### src/rtl/dma_timing_ctrl.sv
// dma_timing_ctrl: 8237-style DMA transfer-cycle sequencer (hold handshake, S0-S4 bus cycles, address/count update, writeback)
// Ports: CLK/RESET_N (async active-low); valid_dreq, ch_sel, mode, xfer_type, auto_init from the priority block;
// cur_*/base_* register-file values of the granted channel; hlda/ready/eop_n from the bus; hrq, aen, adstb,
// dack_en, ch_out, addr, active-low strobes, tc and the wb_valid/wb_addr/wb_count writeback to the register file.
// Option: DMA_COMPRESSED_TIMING_EN drops S3 (both strobes and the ready sample move into S2).
module dma_timing_ctrl #(
  parameter int ADDR_W = 16,
  parameter int CNT_W = 16
) (
  input  logic              CLK,
  input  logic              RESET_N,
  input  logic              valid_dreq,
  input  logic [1:0]        ch_sel,
  input  logic [1:0]        mode,
  input  logic [1:0]        xfer_type,
  input  logic              auto_init,
  input  logic [ADDR_W-1:0] cur_addr_in,
  input  logic [CNT_W-1:0]  cur_count_in,
  input  logic [ADDR_W-1:0] base_addr_in,
  input  logic [CNT_W-1:0]  base_count_in,
  input  logic              hlda,
  input  logic              ready,
  input  logic              eop_n,
  output logic              hrq,
  output logic              aen,
  output logic              adstb,
  output logic              dack_en,
  output logic [1:0]        ch_out,
  output logic [ADDR_W-1:0] addr,
  output logic              memr_n,
  output logic              memw_n,
  output logic              ior_n,
  output logic              iow_n,
  output logic              tc,
  output logic              wb_valid,
  output logic [ADDR_W-1:0] wb_addr,
  output logic [CNT_W-1:0]  wb_count
);
  typedef enum logic [2:0] {SI, S0, S1, S2, S3, SW, S4} state_t;
  state_t state, nxt;
  logic [CNT_W-1:0] count;
  logic [ADDR_W-1:0] addr_inc;
  logic [CNT_W-1:0] count_dec;
  logic eop_l, tc_hit, done, is_rd, is_wr, rd_on, wr_on;
  assign addr_inc = addr + ADDR_W'(1);
  assign count_dec = count - CNT_W'(1);
  assign tc_hit = count == '0;
  // single (01) and reserved (11) both release after one transfer
  assign done = tc_hit | eop_l | mode[0] | (mode == 2'b00 & ~valid_dreq);
  assign is_rd = xfer_type == 2'b10;
  assign is_wr = xfer_type == 2'b01;
  assign rd_on = nxt inside {S2, S3, SW};
`ifdef DMA_COMPRESSED_TIMING_EN
  assign wr_on = rd_on;
`else
  assign wr_on = nxt inside {S3, SW};
`endif
  always_comb begin
    nxt = state;
    case (state)
      SI: nxt = valid_dreq ? S0 : SI;
      S0: nxt = hlda ? S1 : (valid_dreq ? S0 : SI);
      S1: nxt = S2;
`ifdef DMA_COMPRESSED_TIMING_EN
      S2: nxt = ready ? S4 : SW;
`else
      S2: nxt = S3;
      S3: nxt = ready ? S4 : SW;
`endif
      SW: nxt = ready ? S4 : SW;
      // crossing a 256-byte page needs a fresh upper-address strobe
      S4: nxt = done ? SI : (addr_inc[7:0] == 8'h00 ? S1 : S2);
      default: nxt = SI;
    endcase
  end
  always_ff @(posedge CLK or negedge RESET_N)
    if (!RESET_N) state <= SI;
    else state <= nxt;
  // outputs are registered from the next state so they line up with the state register
  always_ff @(posedge CLK or negedge RESET_N) begin
    if (!RESET_N) begin
      hrq <= 1'b0;
      aen <= 1'b0;
      adstb <= 1'b0;
      dack_en <= 1'b0;
      tc <= 1'b0;
      wb_valid <= 1'b0;
      memr_n <= 1'b1;
      memw_n <= 1'b1;
      ior_n <= 1'b1;
      iow_n <= 1'b1;
      ch_out <= '0;
      addr <= '0;
      count <= '0;
      wb_addr <= '0;
      wb_count <= '0;
      eop_l <= 1'b0;
    end else begin
      hrq <= nxt != SI;
      aen <= !(nxt inside {SI, S0});
      dack_en <= !(nxt inside {SI, S0});
      adstb <= nxt == S1;
      memr_n <= ~(is_rd & rd_on);
      ior_n <= ~(is_wr & rd_on);
      iow_n <= ~(is_rd & wr_on);
      memw_n <= ~(is_wr & wr_on);
      tc <= nxt == S4 & tc_hit;
      wb_valid <= state == S4 & nxt == SI;
      // EOP is held until the S4 decision has consumed it
      eop_l <= (state inside {S1, S2, S3, SW}) & (eop_l | ~eop_n);
      if (state == SI & valid_dreq) begin
        ch_out <= ch_sel;
        addr <= cur_addr_in;
        count <= cur_count_in;
      end
      if (state == S4) begin
        addr <= addr_inc;
        count <= count_dec;
      end
      if (state == S4 & nxt == SI) begin
        wb_addr <= tc_hit & auto_init ? base_addr_in : addr_inc;
        wb_count <= tc_hit & auto_init ? base_count_in : count_dec;
      end
    end
  end
endmodule

### config.mk
export PLATFORM = sky130hd
export DESIGN_NAME = dma_timing_ctrl
export DESIGN_NICKNAME = d
export VERILOG_FILES = /design/src/rtl/dma_timing_ctrl.sv
export SDC_FILE = /design/constraint.sdc
export NUM_CORES = 1
export LEC_CHECK = 0
export BUFFER_PORTS_ARGS = -buffer_cell sky130_fd_sc_hd__buf_2
export CAP_MARGIN = 25
export CELL_PAD_IN_SITES_DETAIL_PLACEMENT = 1
export CELL_PAD_IN_SITES_GLOBAL_PLACEMENT = 1
export CORE_UTILIZATION = 40
export DETAILED_ROUTE_END_ITERATION = 10
export GPL_ROUTABILITY_DRIVEN = 0
export GPL_TIMING_DRIVEN = 0
export PLACE_DENSITY = 0.86
export SLEW_MARGIN = 20
export SYNTH_ARGS = -nofsm -noshare
export SYNTH_HDL_FRONTEND = slang
export SYNTH_SLANG_ARGS = --single-unit
### constraint.sdc
create_clock -name CLK -period 4.1 [get_ports CLK]
set_input_delay 0.615 -clock CLK [delete_from_list [all_inputs] [get_ports CLK]]
set_output_delay 0.615 -clock CLK [all_outputs]
set_load 0.01 [all_outputs]
==> impl_metrics.toml <==
[logic_synthesis]
synthFlopType = "dfrtp_1"
ys_types = 69
avgSynthCellArea_um2 = 9.39
ys_async_sr_fraction_pct = 100
ys_warn_count = 0
syn-instance-count = 484
synth_edf_count = 0
netlist_area_um2 = 4550
synth-seq-cells = 79
ys_seq_area_share_pct = 43.6
synth_nets = 564

[timing]
worst_slack_ns = 1.48
worst_pin_slew_ns = 0.676
final.period_utilization_pct = 63.9
timing.slew.headroom_pct = 54.9
finalSetupViolCount = 0
drv_slew = 0
fin_crit_ns = 2.62
clock.fmax_mhz = 382
hold_viol_final = 0
grt_setup_unrepaired = "false"
finalSetupTns_ns = 0
fin_skew_ns = 0.00824

[critical_path]
cp.required_ns = 4.30
cp-end-kind = "register"
crit_chain = "inv_1 -> ha_1 -> nor3b_2 -> and3_4 -> a31oi_4 -> clkbuf_1 -> o21ai_0 -> o21ai_0"
cp-start-kind = "register"
crit_top_cell = "o21ai_0"
worstPathArrival_ns = 2.82
path_max_fanout = 10
crit_type = "reg2reg"
path_delay_family = "simple AND/OR/NAND/NOR gates"
path_buf_inv = 2
slowest_stage = "dfrtp_1"
max_stage_delay_ns = 0.44

[power_and_ir_drop]
power.density_nw_per_um2 = 743
max-vdd-ir-drop_v = 0.000280
p_leak_nw = 2.74

[clock_tree]
cts_root_buffer = "clkbuf_16"
cts_buffer_depth = 2
post_cts_buffers = 0
holdBufCountCts = 0
clk_latency_ns = 0.34
cts_max_level = 3
cts.repair.resized = 0
numCtsBuffers = 9
cts_tree = "built"
clk_pin_slew_ns = 0.06
numClockSinks = 79

[route]
dr.pass1.iters = 5
drc_errors = 0
ant_nets = 0
routed_via_density = 5.88
wl_per_cell_um = 21.2
drtIter0Drc = 283
wirelength_um = 16500
dr_total_vias = 4573

[die]
die_w_um = 109
core_area_um2 = 10900
die_h_um = 109
initial_core_util_pct = 41.6
io_pins = 137
fp-row-count = 38
die_area_um2 = 11800

[cells_and_area]
areaGrowthSynthToFinish_pct = 25.8
drive_gt1_share_pct = 30.5
nNetsFinal = 712

[run_status]
outcome = "finished, final reports clean"

[placed_design]
pre_cts_slack_ns = 1.62
port_buffers = 136
dp_hpwl_um = 11900

[job]
cap_violations = 0

[global_route]
grt_util_all_layers_pct = 28.9
antenna_found_initial = 0
grt_pass1_wl_um = 25600
gr-total-overflow = 0
grt_pass1_vias = 4817
grt_max_degree = 41

[min_path]
worstHoldPathType = "in2async"
[worst register-to-register path, stage by stage, from the launching register on]
cell and delay, ns:
dfrtp_1 0.44, inv_1 0.18, ha_1 0.29, nor3b_2 0.41, and3_4 0.30, a31oi_4 0.14, clkbuf_1 0.29, o21ai_0 0.28
o21ai_0 0.15
[registers in the layout, summed over array words and instances, names as in the netlist]
register,count
eop_l,1
state,3
iow_n,1
ch_out,2
dack_en,1
ior_n,1
addr,16
wb_valid,1
memw_n,1
memr_n,1
hrq,1
wb_addr,16
count,16
wb_count,16
tc,1
adstb,1
[cells by family after synthesis]
| group | Yosys count | share of synthesized area, % |
|---|---|---|
| buffers and inverters | 50 | 5.89 |
| adder cells (fa/ha/maj) | 3 | 0.826 |
| AO/OA/AOI/OAI | 159 | 21.8 |
| multiplexers | 21 | 4.62 |
| XOR/XNOR | 29 | 5.59 |
| AND/OR/NAND/NOR | 143 | 17.7 |
| flip-flops | 79 | 43.6 |
[where the power goes]
part / switching, W / total (W) / internal (W)
Combinational: 0.00123 / 0.00202 / 0.000789
Sequential: 0.000302 / 0.00141 / 0.00111
Clock: 0.000341 / 0.000813 / 0.000473
Total: 0.00187 / 0.00425 / 0.00237
[layout by cell type, fill, tap and decap left out, types with 3 or more instances in the layout]
cell and count:
buf_2 146, o21ai_0 95, dfrtp_1 75, nand2_1 49
nor2_1 22, mux2i_1 21, clkbuf_1 19, xnor2_1 16
xor2_1 13, nor3_1 12, a21oi_1 11, a221o_1 11
inv_1 10, clkbuf_16 9, nand3_1 8, buf_6 8
nor4_1 7, nand4_1 6, a22oi_1 6, o311ai_0 5
nand3b_1 4, o22ai_1 4, nor3b_1 4, dfstp_2 4
nand2b_1 3, o21ai_1 3, ha_1 3
[Yosys cell counts, types with 2 or more instances]
library cell	instances	area [um^2]
clkbuf_1	17	63.8
a21oi_1	11	55.1
nor2b_1	2	12.5
nand2b_1	3	18.8
nor2_1	22	82.6
clkbuf_2	2	10.0
xnor2_1	16	140
o21ai_0	95	475
a221o_1	11	110
a31oi_1	2	12.5
mux2i_1	21	210
nor4_4	2	42.5
nand4_1	6	37.5
o211ai_1	2	15.0
o311ai_1	2	17.5
o22ai_1	4	25.0
nand4b_1	2	17.5
nand3_1	8	40.0
o311ai_0	5	43.8
buf_6	8	90.1
dfrtp_1	75	1880
nor3b_1	4	30.0
and2_1	2	12.5
and4_1	2	17.5
ha_1	3	37.5
nor3_1	12	60.1
o31ai_2	2	25.0
nand2_1	49	184
o31ai_1	2	15.0
nor4_1	7	43.8
xor2_1	13	114
buf_2	11	55.1
dfstp_2	4	105
and3_1	2	12.5
inv_1	10	37.5
a22oi_1	6	45.0
nand3b_1	4	30.0
a222oi_1	2	20.0
o21ai_1	3	15.0
[worst paths after layout]
kind                                    end  slack, ns  cells after the start       from
worst max register to register  wb_count[0]       1.48                      8   count[0]
max in group asynchronous       wb_addr[13]       3.19                      2    RESET_N
worst max-delay path            wb_count[0]       1.48                      8   count[0]
worst min-delay path                    hrq       0.27                      1    RESET_N
min in group CLK                  ch_out[0]       0.46                      3  ch_sel[0]
worst min register to register    ch_out[0]       0.50                      2  ch_out[0]
[area by class of cell]
cell class / count / area [um^2]
timing repair buffer: 137 / 703
multi-input combinational: 355 / 2300
clock inverter: 5 / 58.8
sequential: 79 / 1980
tap: 140 / 175
antenna: 1 / 2.50
buffer: 40 / 230
inverter: 10 / 37.5
fill: 1333 / 5220
clock buffer: 11 / 233
[routing by layer]
layer	share of wire (%)	vias to the layer above	track usage [%]	routed length [um]
met4	2.9	0	13.8	471
met3	5.1	37	3.92	842
met5	0	-	0	0
met1	43	2302	36.5	7020
li1	-	2062	-	-
met2	49	172	48.7	8150
[metrics by stage]
| step | cells | hold WS (ns) | util [%] | instance area (um^2) | total power (W) |
|---|---|---|---|---|---|
| after global routing | 777 | 0.320 | 52.3 | 5720 | 0.00448 |
| after global placement | 760 | 0.461 | 49.4 | 5400 | 0.00325 |
| final | 778 | 0.271 | 52.3 | 5720 | 0.00425 |
| after detailed placement | 761 | 0.486 | 49.6 | 5420 | 0.00337 |
| after CTS | 777 | 0.292 | 52.3 | 5720 | 0.00422 |
| after floorplan | 484 | 0.319 | - | 4550 | 0.00261 |
(Power assumes the default switching activity.)
